**config.mk**
```make
export PLATFORM = sky130hd
export DESIGN_NAME = demorgan_sweep_ctrl
export DESIGN_NICKNAME = d
export VERILOG_FILES = /design/src/rtl/demorgan_pkg.sv /design/src/rtl/settle_timer.sv /design/src/rtl/demorgan_sweep_ctrl.sv
export SDC_FILE = /design/constraint.sdc
export NUM_CORES = 1
export LEC_CHECK = 0
export CAP_MARGIN = 20
export CORE_MARGIN = 5
export CORE_UTILIZATION = 50
export DETAILED_ROUTE_END_ITERATION = 8
export PLACE_DENSITY_LB_ADDON = 0.3
export SLEW_MARGIN = 30
export SYNTH_ARGS = -nofsm -noshare
export SYNTH_HDL_FRONTEND = slang
export SYNTH_SLANG_ARGS = --single-unit
```
**constraint.sdc**
```tcl
create_clock -name clk -period 4.15 [get_ports clk]
set_input_delay 0.415 -clock clk [delete_from_list [all_inputs] [get_ports clk]]
set_output_delay 0.415 -clock clk [all_outputs]
set_load 0.03 [all_outputs]
```
**src/rtl/demorgan_pkg.sv**
```systemverilog
// Shared types and helpers for the De Morgan sweep controller.
// The expected gate truth function lives here so checker and tests agree.
package demorgan_pkg;

    typedef enum logic [1:0] {
        IDLE   = 2'd0,
        SETTLE = 2'd1,
        CHECK  = 2'd2,
        FINISH = 2'd3
    } state_e;

    localparam logic MODE_NOR  = 1'b0;
    localparam logic MODE_NAND = 1'b1;

    function automatic logic demorgan_expect(input logic a, input logic b, input logic mode);
        return (mode == MODE_NAND) ? (~a | ~b) : (~a & ~b);
    endfunction

endpackage

```
**src/rtl/settle_timer.sv**
```systemverilog
// 4-bit settle counter: clear has priority, counts while enabled and stops
// at the terminal value HOLD_CYCLES-1, which it flags on tc_o.
module settle_timer #(
    parameter int unsigned HOLD_CYCLES = 4
) (
    input  logic clk,
    input  logic rst_n,
    input  logic clr_i,
    input  logic en_i,
    output logic tc_o
);

    localparam logic [3:0] TC_VAL = 4'(HOLD_CYCLES - 1);

    logic [3:0] cnt_q, cnt_d;

    assign tc_o = (cnt_q == TC_VAL);

    always_comb begin
        cnt_d = cnt_q;
        if (clr_i)
            cnt_d = 4'd0;
        else if (en_i && !tc_o)
            cnt_d = cnt_q + 4'd1;
    end

    always_ff @(posedge clk or negedge rst_n) begin
        if (!rst_n) cnt_q <= 4'd0;
        else        cnt_q <= cnt_d;
    end

endmodule

```
**src/rtl/demorgan_sweep_ctrl.sv**
```systemverilog
// Self-checking driver for a two-input De Morgan gate: walks 00,01,10,11,
// samples the gate after a settle window and reports mismatches.
// Optional first-failure capture ports under DEMORGAN_SWEEP_FAIL_IDX_EN.
module demorgan_sweep_ctrl
    import demorgan_pkg::*;
#(
    parameter int unsigned HOLD_CYCLES = 4,
    parameter int unsigned MODE        = 1
) (
    input  logic       clk,
    input  logic       rst_n,
    input  logic       start,
    output logic       gate_a,
    output logic       gate_b,
    input  logic       gate_c,
`ifdef DEMORGAN_SWEEP_FAIL_IDX_EN
    output logic [1:0] fail_idx,
    output logic       fail_vld,
`endif
    output logic       busy,
    output logic       done,
    output logic       pass,
    output logic [2:0] err_count,
    output logic [1:0] vec_idx
);

    localparam logic MODE_BIT = (MODE != 0) ? MODE_NAND : MODE_NOR;

    state_e     state_q, state_d;
    logic [1:0] vec_q, vec_d;
    logic [2:0] err_q, err_d;
    logic       pass_q, pass_d;
    logic       tmr_clr, tmr_en, tmr_tc;
    logic       mismatch;

`ifdef DEMORGAN_SWEEP_FAIL_IDX_EN
    logic [1:0] fidx_q, fidx_d;
    logic       fvld_q, fvld_d;
`endif

    settle_timer #(.HOLD_CYCLES(HOLD_CYCLES)) u_timer (
        .clk   (clk),
        .rst_n (rst_n),
        .clr_i (tmr_clr),
        .en_i  (tmr_en),
        .tc_o  (tmr_tc)
    );

    assign mismatch = (gate_c != demorgan_expect(vec_q[1], vec_q[0], MODE_BIT));

    always_comb begin
        state_d = state_q;
        vec_d   = vec_q;
        err_d   = err_q;
        pass_d  = pass_q;
        tmr_clr = 1'b0;
        tmr_en  = 1'b0;
`ifdef DEMORGAN_SWEEP_FAIL_IDX_EN
        fidx_d  = fidx_q;
        fvld_d  = fvld_q;
`endif
        case (state_q)
            IDLE: begin
                if (start) begin
                    err_d   = 3'd0;
                    pass_d  = 1'b0;
                    vec_d   = 2'd0;
                    tmr_clr = 1'b1;
`ifdef DEMORGAN_SWEEP_FAIL_IDX_EN
                    fidx_d  = 2'd0;
                    fvld_d  = 1'b0;
`endif
                    state_d = SETTLE;
                end
            end
            SETTLE: begin
                tmr_en = 1'b1;
                if (tmr_tc) state_d = CHECK;
            end
            CHECK: begin
                // At most four checks per sweep, so the 3-bit count never wraps.
                if (mismatch) begin
                    err_d = err_q + 3'd1;
`ifdef DEMORGAN_SWEEP_FAIL_IDX_EN
                    if (!fvld_q) begin
                        fidx_d = vec_q;
                        fvld_d = 1'b1;
                    end
`endif
                end
                if (vec_q == 2'd3) begin
                    state_d = FINISH;
                end else begin
                    vec_d   = vec_q + 2'd1;
                    tmr_clr = 1'b1;
                    state_d = SETTLE;
                end
            end
            FINISH: begin
                pass_d  = (err_q == 3'd0);
                vec_d   = 2'd0;
                state_d = IDLE;
            end
            default: state_d = IDLE;
        endcase
    end

    always_ff @(posedge clk or negedge rst_n) begin
        if (!rst_n) begin
            state_q <= IDLE;
            vec_q   <= 2'd0;
            err_q   <= 3'd0;
            pass_q  <= 1'b0;
        end else begin
            state_q <= state_d;
            vec_q   <= vec_d;
            err_q   <= err_d;
            pass_q  <= pass_d;
        end
    end

`ifdef DEMORGAN_SWEEP_FAIL_IDX_EN
    always_ff @(posedge clk or negedge rst_n) begin
        if (!rst_n) begin
            fidx_q <= 2'd0;
            fvld_q <= 1'b0;
        end else begin
            fidx_q <= fidx_d;
            fvld_q <= fvld_d;
        end
    end

    assign fail_idx = fidx_q;
    assign fail_vld = fvld_q;
`endif

    // pass must already reflect the verdict in the FINISH cycle itself.
    assign pass      = (state_q == FINISH) ? (err_q == 3'd0) : pass_q;
    assign done      = (state_q == FINISH);
    assign busy      = (state_q != IDLE);
    assign err_count = err_q;
    assign vec_idx   = vec_q;
    assign gate_a    = vec_q[1];
    assign gate_b    = vec_q[0];

endmodule

```
==> PnR_summary.wiki <==
{| class="wikitable"
! Metric !! Value
|-
| Synthesis-to-layout area growth || 24.4%
|-
| Count of routing violations after the opening detailed-route iteration || 2
|-
| Total power per unit cell area || around 770 mW/mm^2
|-
| Largest delay contributor family on the critical path || buffers and inverters
|-
| Number of filler instances in the final layout || 113
|-
| Number of buffers added by the clock tree synthesis step || 3
|-
| Run status || complete, no violations
|-
| Highest attainable clock frequency || roughly 0.45 GHz
|-
| Die X || approximately 47 um
|-
| Start of the worst register-to-register path || vec_idx[0]
|-
| Final Routed Wirelength || roughly 1.2 mm
|-
| Unrepaired setup endpoints after global routing || false
|-
| Share of layout cells above drive strength 1 || 0.107
|-
| CP endpoint kind || output port
|-
| Area of the die || around 0.0022 mm^2
|-
| Initial Utilization || 0.526
|-
| Area fraction of the dominant cell type after synthesis || 0.444
|-
| Clock sink count || 12
|-
| Final sum of negative setup slack || 0 ns
|-
| Total Routing Usage GR || 0.134
|-
| Number of nets in the layout || a little over 90
|-
| Critical Path Fanout Max || 5
|-
| Sum of net half-perimeters after detailed placement || around 940 um
|-
| Final worst setup slack || 1.93 ns
|-
| Ratio of final minimum period to clock period || 0.536
|-
| Max Root-Sink Buffers || 2
|-
| Post-Route Skew || approximately 0.0029 ns
|-
| Static power due to leakage || approximately 0.00039 uW
|-
| Number of DRC violations after detailed routing || 0
|-
| Data arrival at the endpoint of the critical path || 1.81 ns
|-
| Number of post-CTS setup repair buffers || 0
|-
| Data required time of the worst path || around 3.7 ns
|-
| Source-to-sink clock delay at the later pin of the worst-skew pair || roughly 0.27 ns
|-
| Top post-synthesis cells by area || sky130_fd_sc_hd__dfrtp_1, sky130_fd_sc_hd__ha_1, sky130_fd_sc_hd__nand2_1
|-
| Cell area after synthesis || approximately 680 um^2
|-
| Maximum number of pins on one net before global-route repair || 13
|-
| Worst max-slew margin expressed relative to the limit || 0.636
|-
| Worst slack at placement || about 2.2 ns
|-
| TritonCTS clock tree || done
|-
| Distinct cell type count after synthesis || 22
|-
| Leading cell type in the layout, fill and taps excluded || sky130_fd_sc_hd__clkdlybuf4s50_1
|-
| Sequential fraction of the synthesis area || 0.444
|-
| Gate count after technology mapping || 70
|-
| Vias per std cell || 5.11
|-
| Number of buffers inserted for hold repair after clock tree synthesis || 0
|-
| Critical path launch point type || flip-flop
|-
| Actual slew at the worst max-slew pin || around 0.54 ns
|-
| Leading cell types in the layout, fill and taps excluded || sky130_fd_sc_hd__clkdlybuf4s50_1, sky130_fd_sc_hd__dfrtp_1, sky130_fd_sc_hd__nand2_1
|-
| Final antenna diode count || 0
|-
| Final routed wire length divided by cell count || ~13 um
|-
| Final number of setup-violating endpoints || 0
|-
| Number of global-route vias before repair || 483
|-
| Synth warnings || 0
|-
| Type of the worst min-delay path || in -> async
|-
| Number of input and output port buffers inserted || 13
|-
| Final Hold Violating Endpoints || 0
|-
| Number of pins with negative max-slew slack in the final report || 0
|-
| Instance count after placement with tap cells included || 95
|-
| Clock transition at the register clock pins on the worst setup and hold paths after CTS || about 0.080 ns
|-
| Global-route wire length before repair || about 2 mm
|-
| Crit path largest cell delay || 0.69 ns
|-
| Antenna Violating Nets Remaining || 0
|-
| Final cell count without fillers || 99
|-
| Tmin final || between 2 and 2.5 ns
|-
| Total via count after detailed routing || around 510
|-
| Placement row count || 13
|-
| Cell breakdown of the critical path || inv_1 > ha_1 > nand2b_1 > o21ai_0 > clkdlybuf4s50_1
|-
| Overall die height || 46.8 um
|-
| First drt pass iteration count || 4
|-
| Max-capacitance violation count || 0
|-
| VDD IR-drop max || around 0.00042 V
|-
| Synthesized flop and latch total || 12
|-
| Slack of the worst reg-to-reg path || ~2.5 ns
|-
| Syn nets || 78
|-
| Crit path max-delay cell type || sky130_fd_sc_hd__clkdlybuf4s50_1
|-
| Floorplan core area || between 0.001 and 0.0015 mm^2
|-
| Critical R2R Capture || u_timer.cnt_q[0]
|-
| Post-cts resize count || 0
|-
| Per-instance average area after synthesis || 9.65 um^2
|-
| Worst-case reg-to-reg path depth || 5
|-
| Antenna violations before repair || 0
|-
| Critical path start-end classification || reg -> out
|-
| Htree depth || 1
|-
| Final Hold Slack || about 0.49 ns
|-
| Final RePlAce weighted congestion || roughly 0.75
|-
| Gr ovfl total || 0
|-
| Library cell occupying the most area in the post-synthesis netlist || sky130_fd_sc_hd__dfrtp_1
|-
| Number of top-level pins || 14
|-
| Buffer cell driving the clock tree root || sky130_fd_sc_hd__clkbuf_4
|-
| Buf/Inv on CP || 2
|}
==> state kept, by name, summed over array words and instances, names as in the netlist <==
| register | cells |
|---|---|
| u_timer.cnt_q | 4 |
| state_q | 2 |
| err_count | 3 |
| vec_idx | 2 |
| pass_q | 1 |
==> power by group <==
| part | internal, uW | switching, uW |
|---|---|---|
| Sequential | 157 | 52.0 |
| Clock | 53.3 | 38.9 |
| Combinational | 159 | 187 |
==> metal layers <==
| metal | track usage | share of wire |
|---|---|---|
| met4 | 0.0829 | 0.0096 |
| met5 | 0 | 0 |
| met3 | 0.0268 | 0.044 |
| met2 | 0.217 | 0.50 |
| met1 | 0.163 | 0.44 |
==> layout make-up <==
class | instances | area (um^2) | share of cell area
Multi-Input combinational cell | 52 | 344 | 0.409
Sequential cell | 12 | 300 | 0.357
Timing Repair Buffer | 13 | 130 | 0.155
Clock buffer | 4 | 36.3 | 0.0432
Tap cell | 15 | 18.8 | 0.0223
Inverter | 3 | 11.3 | 0.0134
==> metrics by stage <==
step / utilization / instance area, um^2 / total power [uW]
after floorplan: - / 676 / 450
after global placement: 0.626 / 805 / 549
final: 0.654 / 841 / 647
after CTS: 0.654 / 841 / 657
after global routing: 0.654 / 841 / 697
after detailed placement: 0.626 / 805 / 561
==> worst max path at each step <==
stage / depth (start not counted) / startpoint / end
after detailed placement: 5 / err_count[0] / pass
after global routing: 5 / err_count[0] / pass
after floorplan: 4 / err_count[0] / pass
after global placement: 5 / err_count[0] / pass
after CTS: 5 / err_count[0] / pass
final: 5 / err_count[0] / pass
==> Yosys cell counts (all sizes together) <==
master,instances
mux2,1
a211oi,1
a22o,1
dfrtp,12
nand2,11
and2b,2
o21ai,2
buf,3
or2,2
a21boi,1
xor2,3
o22ai,3
nand2b,6
o21bai,1
nor2,7
ha,4
nand4,1
a21oi,3
mux2i,3
inv,3
==> cell families (layout without fill, tap and decap cells) <==
kind of cell    after synthesis  in the layout  synth area share
compound gates               12             12             0.128
simple gates                 29             29             0.207
xor+xnor                      3              3            0.0389
fa+ha+maj                     4              4            0.0741
buf+inv                       6             20            0.0463
flops                        12             12             0.444
mux                           4              4            0.0611
Note: power is estimated with default switching activity, not from simulation.
